File: src/rtl/instr_boot_pkg.sv
// Command and state encodings plus PIO field positions shared by the instruction boot sequencer.
package instr_boot_pkg;

    typedef enum logic [1:0] {
        CMD_DATA    = 2'b00,
        CMD_ADDR_LO = 2'b01,
        CMD_ADDR_HI = 2'b10,
        CMD_COMMIT  = 2'b11
    } cmd_e;

    typedef enum logic [1:0] {
        IDLE = 2'b00,
        LOAD = 2'b01,
        HOLD = 2'b10,
        ERR  = 2'b11
    } state_e;

    localparam int PIO_W      = 11;
    localparam int PIO_TOGGLE = 10;
    localparam int PIO_CMD_HI = 9;
    localparam int PIO_CMD_LO = 8;
    localparam int PIO_PAY_HI = 7;
    localparam int PIO_PAY_LO = 0;

endpackage

File: src/rtl/boot_word_packer.sv
// Packs payload bytes little-endian into an INSTR_W-bit word; the last lane's byte is
// merged combinationally so the caller can write the finished word in the same cycle.
module boot_word_packer
    import instr_boot_pkg::*;
#(
    parameter int INSTR_W = 32
) (
    input  logic               clk,
    input  logic               rst,
    input  logic               clear,
    input  logic               byte_valid,
    input  logic [7:0]         byte_data,
    output logic [INSTR_W-1:0] word,
    output logic               last_lane,
    output logic               partial
);

    localparam int LANES = INSTR_W / 8;
    localparam int CNT_W = (LANES > 1) ? $clog2(LANES) : 1;

    logic [INSTR_W-1:0] lanes_q;
    logic [CNT_W-1:0]   cnt_q;

    always_comb begin
        word = lanes_q;
        for (int i = 0; i < LANES; i++) begin
            if (cnt_q == CNT_W'(i)) begin
                word[i*8 +: 8] = byte_data;
            end
        end
    end

    assign last_lane = (cnt_q == CNT_W'(LANES - 1));
    assign partial   = (cnt_q != '0);

    always_ff @(posedge clk or posedge rst) begin
        if (rst) begin
            lanes_q <= '0;
            cnt_q   <= '0;
        end else if (clear) begin
            lanes_q <= '0;
            cnt_q   <= '0;
        end else if (byte_valid) begin
            lanes_q <= word;
            cnt_q   <= last_lane ? '0 : cnt_q + 1'b1;
        end
    end

endmodule

File: src/rtl/instr_boot_sequencer.sv
// Loads soft-core IMEM from the HPS PIO pair and sequences the core reset release.
// Optional BOOT_CHECKSUM_EN adds a mod-256 payload checksum verified at COMMIT.
//   state | meaning
//   IDLE  | waiting for boot_loader_i; core reset = not loaded
//   LOAD  | decoding toggle-framed DATA/ADDR/COMMIT commands
//   HOLD  | core still in reset, counting down RESET_HOLD cycles
//   ERR   | load failed; waits for boot_loader_i to drop
module instr_boot_sequencer
    import instr_boot_pkg::*;
#(
    parameter int INSTR_W    = 32,
    parameter int ADDR_W     = 10,
    parameter int RESET_HOLD = 16
) (
    input  logic               clk_clk,
    input  logic               reset_reset,
    input  logic [PIO_W-1:0]   instruction_i,
    input  logic               boot_loader_i,
    output logic               imem_we_o,
    output logic [ADDR_W-1:0]  imem_addr_o,
    output logic [INSTR_W-1:0] imem_wdata_o,
    output logic               core_reset_o,
    output logic               boot_done_o,
    output logic               boot_error_o,
`ifdef BOOT_CHECKSUM_EN
    output logic [7:0]         checksum_o,
`endif
    output logic [ADDR_W:0]    word_count_o
);

    localparam logic [ADDR_W:0] WC_MAX = {1'b1, {ADDR_W{1'b0}}};

    state_e state_q, state_d;

    logic [PIO_W-1:0]   pio_q;
    logic               boot_q;
    logic               last_toggle_q;
    logic [ADDR_W-1:0]  addr_q;
    logic [7:0]         hold_cnt_q;
    logic               loaded_q;

    logic               cmd_fire;
    cmd_e               cmd;
    logic [7:0]         payload;

    logic               pk_valid;
    logic               pk_clear;
    logic               pk_last;
    logic               pk_partial;
    logic [INSTR_W-1:0] pk_word;

    logic               load_entry;
    logic               abort;
    logic               addr_lo_we;
    logic               addr_hi_we;
    logic               hold_start;
    logic               hold_end;
    logic               word_wr;
    logic               sum_ok;

    assign cmd_fire = pio_q[PIO_TOGGLE] ^ last_toggle_q;
    assign cmd      = cmd_e'(pio_q[PIO_CMD_HI:PIO_CMD_LO]);
    assign payload  = pio_q[PIO_PAY_HI:PIO_PAY_LO];
    assign word_wr  = pk_valid & pk_last;

    boot_word_packer #(
        .INSTR_W (INSTR_W)
    ) u_packer (
        .clk        (clk_clk),
        .rst        (reset_reset),
        .clear      (pk_clear),
        .byte_valid (pk_valid),
        .byte_data  (payload),
        .word       (pk_word),
        .last_lane  (pk_last),
        .partial    (pk_partial)
    );

`ifdef BOOT_CHECKSUM_EN
    logic [7:0] sum_q;

    assign sum_ok     = (payload == sum_q);
    assign checksum_o = sum_q;

    always_ff @(posedge clk_clk or posedge reset_reset) begin
        if (reset_reset) begin
            sum_q <= '0;
        end else if (load_entry) begin
            sum_q <= '0;
        end else if (pk_valid) begin
            sum_q <= sum_q + payload;
        end
    end
`else
    assign sum_ok = 1'b1;
`endif

    always_ff @(posedge clk_clk or posedge reset_reset) begin
        if (reset_reset) begin
            state_q <= IDLE;
        end else begin
            state_q <= state_d;
        end
    end

    // A boot_loader_i fall in LOAD takes priority over any command in the same cycle.
    always_comb begin
        state_d    = state_q;
        pk_valid   = 1'b0;
        pk_clear   = 1'b0;
        load_entry = 1'b0;
        abort      = 1'b0;
        addr_lo_we = 1'b0;
        addr_hi_we = 1'b0;
        hold_start = 1'b0;
        hold_end   = 1'b0;
        case (state_q)
            IDLE: begin
                if (boot_q) begin
                    state_d    = LOAD;
                    load_entry = 1'b1;
                    pk_clear   = 1'b1;
                end
            end
            LOAD: begin
                if (!boot_q) begin
                    state_d  = IDLE;
                    abort    = 1'b1;
                    pk_clear = 1'b1;
                end else if (cmd_fire) begin
                    case (cmd)
                        CMD_DATA: begin
                            pk_valid = 1'b1;
                            if (pk_last && (addr_q == '1)) begin
                                state_d = ERR;
                            end
                        end
                        CMD_ADDR_LO: begin
                            addr_lo_we = 1'b1;
                            pk_clear   = 1'b1;
                        end
                        CMD_ADDR_HI: begin
                            addr_hi_we = 1'b1;
                            pk_clear   = 1'b1;
                        end
                        CMD_COMMIT: begin
                            if (pk_partial || !sum_ok) begin
                                state_d = ERR;
                            end else begin
                                state_d    = HOLD;
                                hold_start = 1'b1;
                            end
                        end
                        default: ;
                    endcase
                end
            end
            HOLD: begin
                if (hold_cnt_q == 8'd1) begin
                    state_d  = IDLE;
                    hold_end = 1'b1;
                end
            end
            ERR: begin
                if (!boot_q) begin
                    state_d = IDLE;
                end
            end
            default: state_d = IDLE;
        endcase
    end

    always_ff @(posedge clk_clk or posedge reset_reset) begin
        if (reset_reset) begin
            pio_q         <= '0;
            boot_q        <= 1'b0;
            last_toggle_q <= 1'b0;
        end else begin
            pio_q         <= instruction_i;
            boot_q        <= boot_loader_i;
            last_toggle_q <= pio_q[PIO_TOGGLE];
        end
    end

    // The top address is written but never wrapped; the FSM moves to ERR instead.
    always_ff @(posedge clk_clk or posedge reset_reset) begin
        if (reset_reset) begin
            addr_q       <= '0;
            word_count_o <= '0;
            imem_we_o    <= 1'b0;
            imem_addr_o  <= '0;
            imem_wdata_o <= '0;
        end else begin
            imem_we_o <= word_wr;
            if (load_entry) begin
                addr_q       <= '0;
                word_count_o <= '0;
            end else if (word_wr) begin
                imem_addr_o  <= addr_q;
                imem_wdata_o <= pk_word;
                if (addr_q != '1) begin
                    addr_q <= addr_q + 1'b1;
                end
                if (word_count_o != WC_MAX) begin
                    word_count_o <= word_count_o + 1'b1;
                end
            end else if (addr_lo_we) begin
                addr_q[7:0] <= payload;
            end else if (addr_hi_we) begin
                addr_q[ADDR_W-1:8] <= payload[ADDR_W-9:0];
            end
        end
    end

    always_ff @(posedge clk_clk or posedge reset_reset) begin
        if (reset_reset) begin
            hold_cnt_q <= '0;
        end else if (hold_start) begin
            hold_cnt_q <= 8'(RESET_HOLD);
        end else if (state_q == HOLD) begin
            hold_cnt_q <= hold_cnt_q - 1'b1;
        end
    end

    always_ff @(posedge clk_clk or posedge reset_reset) begin
        if (reset_reset) begin
            loaded_q     <= 1'b0;
            boot_done_o  <= 1'b0;
            boot_error_o <= 1'b0;
        end else begin
            if (load_entry) begin
                loaded_q    <= 1'b0;
                boot_done_o <= 1'b0;
            end else if (hold_end) begin
                loaded_q    <= 1'b1;
                boot_done_o <= 1'b1;
            end
            if (load_entry) begin
                boot_error_o <= 1'b0;
            end else if (abort || (state_d == ERR)) begin
                boot_error_o <= 1'b1;
            end
        end
    end

    assign core_reset_o = ~loaded_q;

endmodule

File: config.mk
export PLATFORM = sky130hd
export DESIGN_NAME = instr_boot_sequencer
export DESIGN_NICKNAME = d
export VERILOG_FILES = /design/src/rtl/instr_boot_pkg.sv /design/src/rtl/boot_word_packer.sv /design/src/rtl/instr_boot_sequencer.sv
export SDC_FILE = /design/constraint.sdc
export NUM_CORES = 1
export LEC_CHECK = 0
export CORE_UTILIZATION = 55
export DETAILED_ROUTE_END_ITERATION = 6
export HOLD_SLACK_MARGIN = 0.1
export PLACE_DENSITY_LB_ADDON = 0.2
export SYNTH_ARGS = -nofsm -noshare
export SYNTH_HDL_FRONTEND = slang
export SYNTH_SLANG_ARGS = --single-unit
File: constraint.sdc
create_clock -name clk_clk -period 4.5 [get_ports clk_clk]
set_clock_uncertainty 0.05 [all_clocks]
set_input_delay 0.9 -clock clk_clk [delete_from_list [all_inputs] [get_ports clk_clk]]
set_output_delay 0.9 -clock clk_clk [all_outputs]
set_load 0.005 [all_outputs]
==> results.md <==
* Worst path most repeated cell: nand2_1
* Seq/Total Area, Yosys at 53.2%
* CP max stage cell: and3_1
* Hold crit path type: reg2reg
* DRT Wirelength at 11900 um
* Longest Clk Path Bufs at 2
* Pwr Total at 0.00264 W
* WL/cell at 16.0 um
* Yosys cell types at 57
* Hold WS at 423 ps
* Max-slew headroom at 30.9%
* CP startpoint: state_q[1]$_DFF_PP0_
* Mapped Nets at 579
* CP bufs+invs at 0
* Leading area contributor after synthesis: dfrtp_1
* Setup Buffers After CTS at 0
* Setup TNS at 0 ps
* Yosys top cell area share at 53.2%
* Latest clock arrival within the worst-skew pair at 510 ps
* Iter 0 DRT Violations at 282
* Filler cells at 708
* Hold depth at 2
* H-tree levels at 4
* Die height at 101 um
* CP Cell Sequence: and3b_1 -> and3_1 -> nand2_1 -> nand2_1 -> a21oi_1
* Max FO, Critical Path at 28
* # setup viols final at 0
* Path length in cells of the critical path at 5
* Critical path arrival at 2980 ps
* # nets final at 633
* Unrepaired setup endpoints after global routing: no
* Clk sinks at 115
* Avg Cell Area, Syn at 9.79 um2
* DRT Pass-1 Iters at 5
* Die width at 101 um
* Leakage power at 2.88 nW
* Reg2reg end: u_packer.lanes_q[18]$_DFFE_PP0P_
* Final worst path period share at 58.8%
* Die area at 10200 um2
* FF+latch count, synth at 115
* Slew Limit Fails at 0
* Final min period at 2640 ps
* Measured slew at the worst slew-check pin at 1040 ps
* Initial core utilization at 57.7%
* # rows at 35
* Vias at 4193
* Post-layout util at 70.9%
* Final Hold Viols at 0
* First-pass GRT wire length at 20000 um
* Syn Inst Count at 552
* Antenna Cells at 0
* Reg2Reg Setup Slack at 1860 ps
* Initial antenna violation count at 0
* Highest Clock Rate at 0.378 GHz
* Yosys warning total at 0
* R2R cell count at 5
* GRT Total Usage at 25.9%
* Clock Pin Slew Worst Setup and Hold Paths at 50 ps
* Worst Setup End Kind: register
* Crit path to: u_packer.lanes_q[18]$_DFFE_PP0P_
* Max-cap violations at 0
* Critical Path Max Stage Delay at 860 ps
* Startpoint Class: register
* Cell family with most CP delay: simple AND/OR/NAND/NOR gates
* Vias in the first global route at 4085
* Layout area overhead at 23.0%
* Vias per cell at 5.61
* Core area at 9370 um2
* Post-CTS Hold Buffers at 0
* Max VDD drop at 0.323 mV
* PwrDens at 397 nW/um2
* Predominant post-synthesis flop cell: dfrtp_1
* Status: completed
* GPL Wtd Cong at 0.836
* Number of synthesized flops with an enable pin at 0
* Worst reg2reg path startpoint: state_q[1]$_DFF_PP0_
* PostCTS Resize Cnt at 0
* Largest net degree at the start of global routing at 88
* Worst EP required at 4830 ps
* CTS buffer count at 17
* Port Buffers at 70
* Mapped Area at 5410 um2
* Layout cells sized above 1 at 8.41%
* Post-DP HPWL at 7530 um
* Root buf cell: clkbuf_8
* Async SR Flop Fraction at 100%
* Drt drc at 0
* Io pins at 71
* Grt ovf at 0
* Antenna viol nets, final at 0
* CTS tree: done
* Critical path class: reg2reg
* Top post-synthesis cells by area: dfrtp_1 (53%), nand2_1 (7.8%), o21ai_0 (4.8%)
==> per-layer routing <==
metal	global-route usage [%]	routed length [um]	share of wire [%]
met1	34.3	5200	44
met2	41.7	5960	50
met3	6.14	606	5.1
met4	10.1	164	1.4
met5	0	0	0
==> synth_stat cells (all sizes together), types with 2 or more instances <==
master	n
a22oi	2
nand3	42
nand4	7
o22ai	2
o2bb2ai	2
and2	2
ha	13
a21o	3
or2	2
nand2	112
inv	18
or4	3
mux2i	24
or3	4
a32oi	2
dfrtp	115
nand2b	2
a211oi	2
xnor2	6
clkbuf	20
a21oi	37
nor3b	2
or4b	2
o21ai	55
xor2	4
buf	19
nor3	6
nor2	22
nor4	5
and3	3
==> sequential cells by signal, summed over array words and instances, names as in the netlist, 2 cells and up <==
name / count
word_count_o: 11
imem_wdata_o: 32
pio_q: 11
hold_cnt_q: 8
addr_q: 10
u_packer.cnt_q: 2
imem_addr_o: 10
state_q: 2
u_packer.lanes_q: 24
==> report_power, final <==
part | switching (W) | total, W | internal (W)
sequential | 0.0000773 | 0.00117 | 0.00109
clock | 0.000453 | 0.00127 | 0.000822
combinational | 0.000114 | 0.000194 | 0.0000801
==> worst register-to-register path, delay by kind of cell, from the launching register on <==
family | cells | cell delay [ps]
flops | 1 | 500
compound gates | 1 | 90
simple gates | 4 | 1880
==> kinds of logic after synthesis <==
| kind of cell | after synthesis | synth area share [%] |
|---|---|---|
| muxes | 25 | 4.65 |
| buffers and inverters | 58 | 5.39 |
| xor gates and xnor gates | 10 | 1.97 |
| AOI/OAI and AO/OA | 113 | 12.4 |
| and+or+nand+nor | 218 | 19.4 |
| DFF | 115 | 53.2 |
| adders and majority gates | 13 | 3.01 |
==> how the worst min path moves through the flow <==
stage / startpoint / to / slack, ps
floorplan: hold_cnt_q[7]$_DFFE_PP0P_ / hold_cnt_q[7]$_DFFE_PP0P_ / 410
global placement: imem_wdata_o[24]$_DFFE_PP0P_ / imem_wdata_o[24]$_DFFE_PP0P_ / 410
detailed placement: imem_wdata_o[24]$_DFFE_PP0P_ / imem_wdata_o[24]$_DFFE_PP0P_ / 420
CTS: imem_wdata_o[24]$_DFFE_PP0P_ / imem_wdata_o[24]$_DFFE_PP0P_ / 430
global route: imem_addr_o[7]$_DFFE_PP0P_ / imem_addr_o[7]$_DFFE_PP0P_ / 450
finish: imem_wdata_o[12]$_DFFE_PP0P_ / imem_wdata_o[12]$_DFFE_PP0P_ / 420
==> placed cells by master (no fill, tap or decap), types with 2 or more instances in the layout <==
cell	synthesis	final
a22oi_1	2	2
and2_1	2	2
o22ai_1	2	2
nand2b_1	2	2
nor3_1	5	5
o21ai_1	3	3
clkbuf_8	0	4
xor2_1	3	3
dfrtp_1	115	115
or4_1	2	2
or3_1	4	4
clkinv_2	1	6
nor4_1	5	5
xnor2_1	6	6
bufinv_16	0	2
clkinvlp_4	0	3
mux2i_1	24	24
nand4_1	6	6
nand2_1	112	112
or2_2	2	2
and3_1	3	3
nand3_1	40	40
inv_1	18	17
a21o_1	3	3
nor2_1	22	22
nor3b_1	2	2
ha_1	13	13
buf_4	8	4
or4b_4	2	2
a21oi_1	36	36
clkdlybuf4s50_1	0	70
o21ai_0	52	52
a32oi_1	2	2
clkbuf_16	0	16
==> final cells by class <==
| cell class | count | area [um2] | area share [%] |
|---|---|---|---|
| clock buffer | 21 | 459 | 6.91 |
| clock inverter | 10 | 108 | 1.62 |
| inverter | 19 | 75.1 | 1.13 |
| multi-input combinational | 379 | 2240 | 33.6 |
| sequential | 115 | 2880 | 43.3 |
| tap | 129 | 161 | 2.43 |
| timing repair buffer | 74 | 731 | 11.0 |
==> per-stage QoR <==
| stage | cells | area, um2 | worst slack, ps |
|---|---|---|---|
| 2_1_floorplan | 552 | 5410 | 506 |
| 3_3_place_gp | 716 | 6080 | 1900 |
| 3_5_place_dp | 716 | 6080 | 1880 |
| 4_1_cts | 747 | 6650 | 1910 |
| 5_1_grt | 747 | 6650 | 1670 |
| 6_report | 747 | 6650 | 1860 |
(Power assumes the default switching activity.)
